## config.mk

```make
export PLATFORM = sky130hd
export DESIGN_NAME = avalon_packet_enforcer_flat
export DESIGN_NICKNAME = d
export VERILOG_FILES = /design/src/rtl/avalon_enforcer_pkg.sv /design/src/rtl/avalon_st_if.sv /design/src/rtl/sat_event_counter.sv /design/src/rtl/avalon_packet_enforcer.sv /design/src/flat_wrapper.sv
export SDC_FILE = /design/constraint.sdc
export NUM_CORES = 1
export LEC_CHECK = 0
export ABC_CLOCK_PERIOD_IN_PS = 7900
export CAP_MARGIN = 0
export CORE_MARGIN = 5
export CORE_UTILIZATION = 46
export CTS_CLUSTER_DIAMETER = 100
export CTS_CLUSTER_SIZE = 25
export DETAILED_ROUTE_END_ITERATION = 8
export PLACE_DENSITY_LB_ADDON = 0.2
export SYNTH_ARGS = -nofsm -noshare
export SYNTH_HDL_FRONTEND = slang
export SYNTH_SLANG_ARGS = --single-unit
```

## constraint.sdc

```tcl
create_clock -name clk -period 7.9 [get_ports clk]
set_clock_uncertainty 0.15 [all_clocks]
set_input_delay 2.37 -clock clk [delete_from_list [all_inputs] [get_ports clk]]
set_output_delay 2.37 -clock clk [all_outputs]
set_load 0.02 [all_outputs]
```

## src/rtl/avalon_enforcer_pkg.sv

```systemverilog
// -----------------------------------------------------------------------------
// avalon_enforcer_pkg
// Shared types and helpers for the Avalon-ST packet enforcer.
//   enforcer_state_t : framing state (IDLE, IN_PKT, DROP)
//   empty_width()    : width of the Avalon-ST empty field for a given beat size
// -----------------------------------------------------------------------------
package avalon_enforcer_pkg;

    typedef enum logic [1:0] {
        IDLE   = 2'd0,
        IN_PKT = 2'd1,
        DROP   = 2'd2
    } enforcer_state_t;

    // A one-byte beat has no meaningful empty value, but a zero-width vector
    // is illegal, so the field is kept at least one bit wide.
    function automatic int empty_width(input int bytes);
        return (bytes > 1) ? $clog2(bytes) : 1;
    endfunction

endpackage

```

## src/rtl/avalon_st_if.sv

```systemverilog
// -----------------------------------------------------------------------------
// avalon_st_if
// Avalon-ST bundle with packet framing.
//   data  : 8*DATA_WIDTH_IN_BYTES bits of payload
//   valid : beat present
//   sop   : first beat of a packet
//   eop   : last beat of a packet
//   empty : number of unused bytes on an eop beat
//   rdy   : sink can accept a beat this cycle
// Modports: master drives the beat and reads rdy, slave does the opposite.
// -----------------------------------------------------------------------------
interface avalon_st_if #(
    parameter int DATA_WIDTH_IN_BYTES = 16
);
    localparam int DW = 8 * DATA_WIDTH_IN_BYTES;
    localparam int EW = avalon_enforcer_pkg::empty_width(DATA_WIDTH_IN_BYTES);

    logic [DW-1:0] data;
    logic          valid;
    logic          sop;
    logic          eop;
    logic [EW-1:0] empty;
    logic          rdy;

    modport master (output data, output valid, output sop, output eop, output empty, input rdy);
    modport slave  (input data, input valid, input sop, input eop, input empty, output rdy);

endinterface

```

## src/rtl/sat_event_counter.sv

```systemverilog
// -----------------------------------------------------------------------------
// sat_event_counter
// Saturating event counter with synchronous clear.
//   clk   : system clock
//   rst   : synchronous active-high reset
//   inc   : count one event this cycle
//   clr   : clear to zero (has priority over inc)
//   count : current count, sticks at all-ones
// -----------------------------------------------------------------------------
module sat_event_counter #(
    parameter int CNT_WIDTH = 16
) (
    input  logic                 clk,
    input  logic                 rst,
    input  logic                 inc,
    input  logic                 clr,
    output logic [CNT_WIDTH-1:0] count
);

    logic [CNT_WIDTH-1:0] count_q;
    logic [CNT_WIDTH-1:0] count_d;

    always_comb begin
        count_d = count_q;
        if (clr) begin
            count_d = '0;
        end else if (inc && (count_q != {CNT_WIDTH{1'b1}})) begin
            count_d = count_q + CNT_WIDTH'(1);
        end
    end

    always_ff @(posedge clk) begin
        if (rst) begin
            count_q <= '0;
        end else begin
            count_q <= count_d;
        end
    end

    assign count = count_q;

endmodule

```

## src/rtl/avalon_packet_enforcer.sv

```systemverilog
// -----------------------------------------------------------------------------
// avalon_packet_enforcer
// Cleans sop/eop framing of an untrusted Avalon-ST stream, bounds packet
// length, sanitises empty, and re-times the stream through one output register
// with backpressure. Framing errors pulse an indicator and bump a saturating
// counter.
//   clk                 : system clock
//   rst                 : synchronous active-high reset
//   untrusted_msg       : input stream (slave)
//   enforced_msg        : cleaned output stream (master)
//   clear_counters      : synchronous clear of all error counters
//   missing_sop_indi    : pulse, beat dropped outside a packet (no sop)
//   unexpected_sop_indi : pulse, sop seen inside a packet
//   oversize_indi       : pulse, packet truncated at MAX_PKT_BEATS
//   *_cnt               : saturating counts of the above events
// -----------------------------------------------------------------------------
module avalon_packet_enforcer
    import avalon_enforcer_pkg::*;
#(
    parameter int DATA_WIDTH_IN_BYTES = 16,
    parameter int MAX_PKT_BEATS       = 64,
    parameter int CNT_WIDTH           = 16
) (
    input  logic                 clk,
    input  logic                 rst,
    avalon_st_if.slave           untrusted_msg,
    avalon_st_if.master          enforced_msg,
    input  logic                 clear_counters,
    output logic                 missing_sop_indi,
    output logic                 unexpected_sop_indi,
    output logic                 oversize_indi,
    output logic [CNT_WIDTH-1:0] missing_sop_cnt,
    output logic [CNT_WIDTH-1:0] unexpected_sop_cnt,
    output logic [CNT_WIDTH-1:0] oversize_cnt
);

    localparam int DW  = 8 * DATA_WIDTH_IN_BYTES;
    localparam int EW  = empty_width(DATA_WIDTH_IN_BYTES);
    localparam int BCW = $clog2(MAX_PKT_BEATS + 1);
    // beat_cnt holds the number of beats already forwarded, so the beat being
    // accepted is the last legal one when beat_cnt == MAX_PKT_BEATS-1.
    localparam logic [BCW-1:0] LAST_IDX = BCW'(MAX_PKT_BEATS - 1);

    // Event index into the indicator/counter arrays.
    localparam int EV_MISSING    = 0;
    localparam int EV_UNEXPECTED = 1;
    localparam int EV_OVERSIZE   = 2;

    enforcer_state_t state_q, state_d;
    logic [BCW-1:0]  beat_cnt_q, beat_cnt_d;

    logic            out_valid_q;
    logic [DW-1:0]   out_data_q;
    logic            out_sop_q;
    logic            out_eop_q;
    logic [EW-1:0]   out_empty_q;

    logic            in_rdy;
    logic            accept;
    logic            fwd;
    logic            fwd_sop;
    logic            fwd_eop;
    logic [EW-1:0]   fwd_empty;
    logic [2:0]      ev_d;
    logic [2:0]      indi_q;
    logic [CNT_WIDTH-1:0] cnt_w [3];

    // The output register can take a new beat when it is empty or draining
    // this cycle; this keeps full throughput without a skid buffer.
    assign in_rdy = !rst && (!out_valid_q || enforced_msg.rdy);
    assign accept = untrusted_msg.valid && in_rdy;

    // -------------------------------------------------------------------------
    // Next-state and forwarding decision
    // -------------------------------------------------------------------------
    always_comb begin
        state_d    = state_q;
        beat_cnt_d = beat_cnt_q;
        fwd        = 1'b0;
        fwd_sop    = 1'b0;
        fwd_eop    = 1'b0;
        fwd_empty  = untrusted_msg.empty;
        ev_d       = '0;

        if (accept) begin
            unique case (state_q)
                IDLE: begin
                    if (!untrusted_msg.sop) begin
                        ev_d[EV_MISSING] = 1'b1;
                    end else begin
                        fwd     = 1'b1;
                        fwd_sop = 1'b1;
                        fwd_eop = untrusted_msg.eop;
                        if (!untrusted_msg.eop) begin
                            state_d    = IN_PKT;
                            beat_cnt_d = BCW'(1);
                        end
                    end
                end

                IN_PKT: begin
                    // A stray sop is flattened into a continuation beat and
                    // remains subject to the eop and length rules below.
                    fwd = 1'b1;
                    if (untrusted_msg.sop) begin
                        ev_d[EV_UNEXPECTED] = 1'b1;
                    end
                    if (untrusted_msg.eop) begin
                        fwd_eop    = 1'b1;
                        state_d    = IDLE;
                        beat_cnt_d = '0;
                    end else if (beat_cnt_q == LAST_IDX) begin
                        fwd_eop             = 1'b1;
                        fwd_empty           = '0;
                        ev_d[EV_OVERSIZE]   = 1'b1;
                        state_d             = DROP;
                        beat_cnt_d          = '0;
                    end else begin
                        beat_cnt_d = beat_cnt_q + BCW'(1);
                    end
                end

                DROP: begin
                    if (untrusted_msg.eop) begin
                        state_d = IDLE;
                    end
                end

                default: begin
                    state_d    = IDLE;
                    beat_cnt_d = '0;
                end
            endcase
        end

        // Only an end-of-packet beat may carry a non-zero empty.
        if (!fwd_eop) begin
            fwd_empty = '0;
        end
    end

    // -------------------------------------------------------------------------
    // State, output register and indicator pulses
    // -------------------------------------------------------------------------
    always_ff @(posedge clk) begin
        if (rst) begin
            state_q     <= IDLE;
            beat_cnt_q  <= '0;
            out_valid_q <= 1'b0;
            out_data_q  <= '0;
            out_sop_q   <= 1'b0;
            out_eop_q   <= 1'b0;
            out_empty_q <= '0;
            indi_q      <= '0;
        end else begin
            state_q    <= state_d;
            beat_cnt_q <= beat_cnt_d;
            indi_q     <= ev_d;
            // When in_rdy is low the register is stalled and holds its beat.
            if (in_rdy) begin
                out_valid_q <= fwd;
                if (fwd) begin
                    out_data_q  <= untrusted_msg.data;
                    out_sop_q   <= fwd_sop;
                    out_eop_q   <= fwd_eop;
                    out_empty_q <= fwd_empty;
                end
            end
        end
    end

    assign untrusted_msg.rdy  = in_rdy;
    assign enforced_msg.valid = out_valid_q;
    assign enforced_msg.data  = out_data_q;
    assign enforced_msg.sop   = out_sop_q;
    assign enforced_msg.eop   = out_eop_q;
    assign enforced_msg.empty = out_empty_q;

    assign missing_sop_indi    = indi_q[EV_MISSING];
    assign unexpected_sop_indi = indi_q[EV_UNEXPECTED];
    assign oversize_indi       = indi_q[EV_OVERSIZE];

    // -------------------------------------------------------------------------
    // Error counters: they see the raw event so their new value appears in the
    // same cycle as the registered indicator pulse.
    // -------------------------------------------------------------------------
    generate
        for (genvar gi = 0; gi < 3; gi++) begin : g_cnt
            sat_event_counter #(
                .CNT_WIDTH(CNT_WIDTH)
            ) u_cnt (
                .clk  (clk),
                .rst  (rst),
                .inc  (ev_d[gi]),
                .clr  (clear_counters),
                .count(cnt_w[gi])
            );
        end
    endgenerate

    assign missing_sop_cnt    = cnt_w[EV_MISSING];
    assign unexpected_sop_cnt = cnt_w[EV_UNEXPECTED];
    assign oversize_cnt       = cnt_w[EV_OVERSIZE];

endmodule

```

## src/flat_wrapper.sv

```systemverilog
// flat-port wrapper written by rule: the top's interface ports become plain ports
module avalon_packet_enforcer_flat import avalon_enforcer_pkg::*;
#(
    parameter int DATA_WIDTH_IN_BYTES = 16,
    parameter int MAX_PKT_BEATS       = 64,
    parameter int CNT_WIDTH           = 16
)
  (clk, rst, clear_counters, missing_sop_indi, unexpected_sop_indi, oversize_indi, missing_sop_cnt, unexpected_sop_cnt, oversize_cnt, untrusted_msg_data, untrusted_msg_valid, untrusted_msg_sop, untrusted_msg_eop, untrusted_msg_empty, untrusted_msg_rdy, enforced_msg_data, enforced_msg_valid, enforced_msg_sop, enforced_msg_eop, enforced_msg_empty, enforced_msg_rdy);
  avalon_st_if #(.DATA_WIDTH_IN_BYTES(DATA_WIDTH_IN_BYTES)) untrusted_msg_i ();
  avalon_st_if #(.DATA_WIDTH_IN_BYTES(DATA_WIDTH_IN_BYTES)) enforced_msg_i ();
  input  logic clk;
  input  logic rst;
  input  logic clear_counters;
  output logic missing_sop_indi;
  output logic unexpected_sop_indi;
  output logic oversize_indi;
  output logic [CNT_WIDTH-1:0] missing_sop_cnt;
  output logic [CNT_WIDTH-1:0] unexpected_sop_cnt;
  output logic [CNT_WIDTH-1:0] oversize_cnt;
  input wire logic [$bits(untrusted_msg_i.data)-1:0] untrusted_msg_data;
  input wire logic [$bits(untrusted_msg_i.valid)-1:0] untrusted_msg_valid;
  input wire logic [$bits(untrusted_msg_i.sop)-1:0] untrusted_msg_sop;
  input wire logic [$bits(untrusted_msg_i.eop)-1:0] untrusted_msg_eop;
  input wire logic [$bits(untrusted_msg_i.empty)-1:0] untrusted_msg_empty;
  output wire logic [$bits(untrusted_msg_i.rdy)-1:0] untrusted_msg_rdy;
  output wire logic [$bits(enforced_msg_i.data)-1:0] enforced_msg_data;
  output wire logic [$bits(enforced_msg_i.valid)-1:0] enforced_msg_valid;
  output wire logic [$bits(enforced_msg_i.sop)-1:0] enforced_msg_sop;
  output wire logic [$bits(enforced_msg_i.eop)-1:0] enforced_msg_eop;
  output wire logic [$bits(enforced_msg_i.empty)-1:0] enforced_msg_empty;
  input wire logic [$bits(enforced_msg_i.rdy)-1:0] enforced_msg_rdy;
  assign untrusted_msg_i.data = untrusted_msg_data;
  assign untrusted_msg_i.valid = untrusted_msg_valid;
  assign untrusted_msg_i.sop = untrusted_msg_sop;
  assign untrusted_msg_i.eop = untrusted_msg_eop;
  assign untrusted_msg_i.empty = untrusted_msg_empty;
  assign untrusted_msg_rdy = untrusted_msg_i.rdy;
  assign enforced_msg_data = enforced_msg_i.data;
  assign enforced_msg_valid = enforced_msg_i.valid;
  assign enforced_msg_sop = enforced_msg_i.sop;
  assign enforced_msg_eop = enforced_msg_i.eop;
  assign enforced_msg_empty = enforced_msg_i.empty;
  assign enforced_msg_i.rdy = enforced_msg_rdy;
  avalon_packet_enforcer #(.DATA_WIDTH_IN_BYTES(DATA_WIDTH_IN_BYTES), .MAX_PKT_BEATS(MAX_PKT_BEATS), .CNT_WIDTH(CNT_WIDTH)) u_core (.clk(clk), .rst(rst), .untrusted_msg(untrusted_msg_i), .enforced_msg(enforced_msg_i), .clear_counters(clear_counters), .missing_sop_indi(missing_sop_indi), .unexpected_sop_indi(unexpected_sop_indi), .oversize_indi(oversize_indi), .missing_sop_cnt(missing_sop_cnt), .unexpected_sop_cnt(unexpected_sop_cnt), .oversize_cnt(oversize_cnt));
endmodule
```

Yosys cells after proc, flatten, opt, wreduce, memory -nomap -nowiden
Cells that the tools add are included.
- flip-flop bits (word level): 195
- bits in latches: 0
- memory bits (writable): 0
- bits in read-only memories: 0
- input bits: 139
- output and inout bits: 187
- memories: 0
- add/sub/neg operators: 4
- multiply operators: 0
- divide/modulo/power cells: 0
- magnitude comparators: 0
- equality and inequality tests: 10
- shift-type cells: 0
- mux-type cells: 31
- bitwise operators: 1
- reductions and logical operators: 13
- operators by type and width (operator ; count):
    adder 16 x 1 -> 16 bit (second input constant) ; 3
    inequality test 16 bit (second input constant) ; 3
    2-to-1 mux 7 bit ; 4
    one-hot mux 7 bit (3 select lines) ; 1
    2-to-1 mux 4 bit ; 5
    2-to-1 mux 2 bit ; 6
    2-to-1 mux 1 bit ; 11
    adder 7 x 1 -> 7 bit (second input constant) ; 1
    == test 7 x 6 -> 1 bit (second input constant) ; 1
    inequality test 2 bit (second input constant) ; 3
    one-hot mux 2 bit (3 select lines) ; 1
    logical AND 1 bit ; 5
    AND reduction 5 bit ; 1
    one-hot mux 1 bit (2 select lines) ; 2
    AND reduction 4 bit ; 1
    2-to-1 mux 3 bit ; 1
    inequality test 3 x 2 -> 1 bit (second input constant) ; 1
    == test 2 x 1 -> 1 bit (second input constant) ; 1
    == test 2 bit (second input constant) ; 1
    logical NOT 1 bit ; 2
    logical NOT 2 bit ; 1
    AND reduction 2 bit ; 1
    OR reduction 2 bit ; 1
    logical OR 1 bit ; 1
    inverter 1 bit ; 1

Longest topological paths before layout
- word-level depth: 6
- depth in mapped cells: 8

Modules after synthesis
A second synthesis with hierarchy kept.
- cell total of the unflattened synthesis: 964
- area total of the unflattened synthesis: 8046.5 sq um
- modules (own cells, without submodules) (module ; instances ; cells each ; area an instance (sq um) ; seq. area each (sq um)):
    avalon_packet_enforcer ; 1 ; 658 ; 5295.1 ; 2942.8
    sat_event_counter ; 3 ; 102 ; 917.1 ; 320.3

Worst setup path before layout
OpenSTA, ideal clock, no wires.
- path kind: input to output
- start point: in rst
- end point: out untrusted_msg_rdy
- arrival: 3.053 ns
- data required time: 5.380 ns
- path slack: 2.327 ns
- stages on the path: 3
- cells stage by stage: clkbuf_1 -> clkbuf_1 -> nor2_1
- longest elaborated chain between the ends: 2
- ends and longest elaborated chain (item ; RTL line ; RTL):
    start, declared ; flat_wrapper.sv:12 ; input logic rst;
    logical NOT 1 bit ; avalon_packet_enforcer.sv:70 ; assign in_rdy = !rst && (!out_valid_q || enforced_msg.rdy);
    logical AND 1 bit ; avalon_packet_enforcer.sv:70 ;
    end, declared ; flat_wrapper.sv:25 ; output wire logic [$bits(untrusted_msg_i.rdy)-1:0] untrusted_msg_rdy;
Every way passes these cells.

Worst setup path after layout
- start point: in enforced_msg_rdy
- end point: out untrusted_msg_rdy
- longest elaborated chain between the ends: 2
- ends and longest elaborated chain (item ; RTL line ; RTL):
    start, declared ; flat_wrapper.sv:31 ; input wire logic [$bits(enforced_msg_i.rdy)-1:0] enforced_msg_rdy;
    logical OR 1 bit ; avalon_packet_enforcer.sv:70 ;
    logical AND 1 bit ; avalon_packet_enforcer.sv:70 ;
Every way passes these cells.

==> reports/metrics.cfg <==
[outcome]
status = complete, no violations

[timing]
setup_viol = 0
fin_crit_sh_pct = 80.71
finalSetupTns_ps = 0
worst_pin_slew_ps = 1187
max_freq_ghz = 0.1568
holdWs_ps = 300.3
rsz0062_at_grt = false
hold_viol_final = 0
max_slew_margin_pct = 20.87
maxSlewViolCount = 0
fin_crit_ps = 6376

[clock_tree]
cts_sinks = 195
postCtsSetupRepairBufs = 0
cts-buffers-inserted = 17
clock-root-buffer = clkbuf_16
htreeDepth = 4
insertion_delay_ps = 420
ctsHoldBuffers = 0
clockBufferDepth = 2
clk_pin_slew_ps = 70
cts_resized = 0
cts_tree = built

[yosys]
yosys-top-cells-area = dfxtp_1, nand2_1, a21oi_1
syn_area_mm2 = 0.007594
synthFlopType = dfxtp_1
ys.warnings.count = 0
synth.yosys.seq_area_share_pct = 51.41
ys_types = 53
synth_edf_count = 0
yosysTopAreaCell = dfxtp_1
yosysTopAreaCellShare_pct = 51.41
avgSynthCellArea_um2 = 8.121
ys_seq_elements = 195
synth_nets = 1078
synth_cells = 935
async_flop_share_pct = 0

[floorplan]
pin_count = 326
die-area_mm2 = 0.01918
die_w_um = 138.5
rows = 47
initial_utilization_pct = 46.28
coreArea_mm2 = 0.01641
die_h_um = 138.5

[routing]
dr.pass1.iters = 4
viasPerCell = 5.101
wl_per_cell_um = 16.32
num_vias = 7427
routed_wl_um = 23760
ant_nets = 0
dr.first_iter.drc_count = 394
drc_errors = 0

[layout]
final_area_mm2 = 0.01153
syn2layout_area_growth_pct = 51.79
fin_nets = 1366
post_route_cells_drive_above_1_share_pct = 4.291
utilization_pct = 70.25

[pwr]
p_per_area_mw_per_mm2 = 185.9
peakVddDrop_mv = 0.1568
p_leak_nw = 3.773

[min_path]
hold_path.class = flop to flop

[setup_path]
crit_type = input pin to primary output
arrival_ps = 3860
worstSetupEndpointType = primary output
reg2reg_slack_ps = 4810
cp_max_fo = 6
critPathLaunchType = input pin
required_ps = 5380

[global_route]
grt_antenna_before_repair = 1
grt_pass1_vias = 6721
grt_pass1_wl_um = 36900
grt_max_degree = 105
grt_remaining_overflow = 0
grt.total_usage_pct = 23.49

[placed_design]
gp_congestion = 0.8241
dpl-instance-area_mm2 = 0.01092
io_buffers = 325
dpl.hpwl_um = 16840

[flow_run]
maxCapViolCount = 0

## synthesized netlist by cell type (7+ instances only)
cell	number
a2111oi_0	7
a21oi_1	147
a211oi_1	8
inv_1	11
or3_1	11
clkbuf_1	47
nor4_1	10
nor2_1	55
xor2_1	8
nand3_1	19
nor3_1	7
nand4_1	17
dfxtp_1	195
buf_2	12
nand2_1	281
xnor2_1	29
## cell type report
type	count	area [µm²]
Antenna cell	1	2.502
Clock buffer	17	425.4
Clock inverter	14	177.7
Fill cell	1324	4881
Inverter	12	45.04
Multi-Input combinational cell	668	3416
Sequential cell	195	3904
Tap cell	220	275.3
Timing Repair Buffer	329	3281
## metrics by stage
stage	power [mW]	instances	setup WS (ps)
global route	2.220	1456	1439
CTS	2.160	1455	1508
detailed placement	1.275	1424	1529
global placement	1.273	1424	1552
finish	2.142	1456	1524
floorplan	1.138	935	2327
## flip-flops by register name, summed over array words and instances, names as in the netlist
register,cells
u_core.indi_q,3
u_core.enforced_msg.data,128
u_core.enforced_msg.sop,1
u_core.enforced_msg.empty,4
u_core.enforced_msg.eop,1
u_core.g_cnt.u_cnt.count,48
u_core.state_q,2
u_core.enforced_msg.valid,1
u_core.beat_cnt_q,7
## placed cells by master, fill, tap and decap left out, types with 5 or more instances in the layout
cell,synthesis,layout
a211oi_1,8,8
nor2_1,55,55
clkdlybuf4s50_1,0,324
a2111oi_0,7,7
nor4_1,10,10
buf_4,0,5
o21ai_0,6,6
nand3_1,19,19
nand2_1,281,281
xor2_1,8,8
or3_1,11,11
a21oi_1,147,147
nand4_1,17,17
clkbuf_16,0,17
mux2i_1,6,6
dfxtp_1,195,195
xnor2_1,29,29
o21ai_1,6,5
nor3_1,7,7
inv_1,11,11
## logic make-up (layout without fill, tap and decap cells)
logic type / after synthesis / in the layout / synth area share, %
xor gates and xnor gates: 37 / 37 / 4.268
adders and majority gates: 4 / 4 / 0.6591
muxes: 7 / 7 / 0.9392
buffers and inverters: 72 / 372 / 3.856
AOI/OAI and AO/OA: 187 / 187 / 13.54
other: 0 / 1 / 0
DFF: 195 / 195 / 51.41
and+or+nand+nor: 433 / 433 / 25.33
## metal layers
metal	share of wire (%)	vias to the layer above	global-route usage (%)
met3	8.1	30	8.046
met1	41	3422	28.26
met4	1.9	0	7.852
met5	0	-	0
li1	-	3724	-
met2	49	251	39.49
## worst max-delay path: stages
cell,delay (ps)
clkdlybuf4s50_1,420
nor2b_1,430
nor2_1,80
clkdlybuf4s50_1,550
## path summary, 6_finish.rpt
| check | startpoint | end | cells past startpoint |
|---|---|---|---|
| min | u_core.enforced_msg.empty[2] | u_core.enforced_msg.empty[2] | 2 |
| max reg2reg | u_core.enforced_msg.valid | u_core.enforced_msg.data[120] | 6 |
| min reg2reg | u_core.enforced_msg.empty[2] | u_core.enforced_msg.empty[2] | 2 |
| max | enforced_msg_rdy | untrusted_msg_rdy | 4 |
## power by group
part / total, mW / switching [mW] / leakage (nW) / internal (mW)
Combinational: 0.231 / 0.111 / 1.90 / 0.120
Sequential: 1.02 / 0.0130 / 1.58 / 1.01
Clock: 0.891 / 0.389 / 0.288 / 0.502
Total: 2.14 / 0.513 / 3.77 / 1.63
No activity file was read; power rests on OpenSTA's default activity.
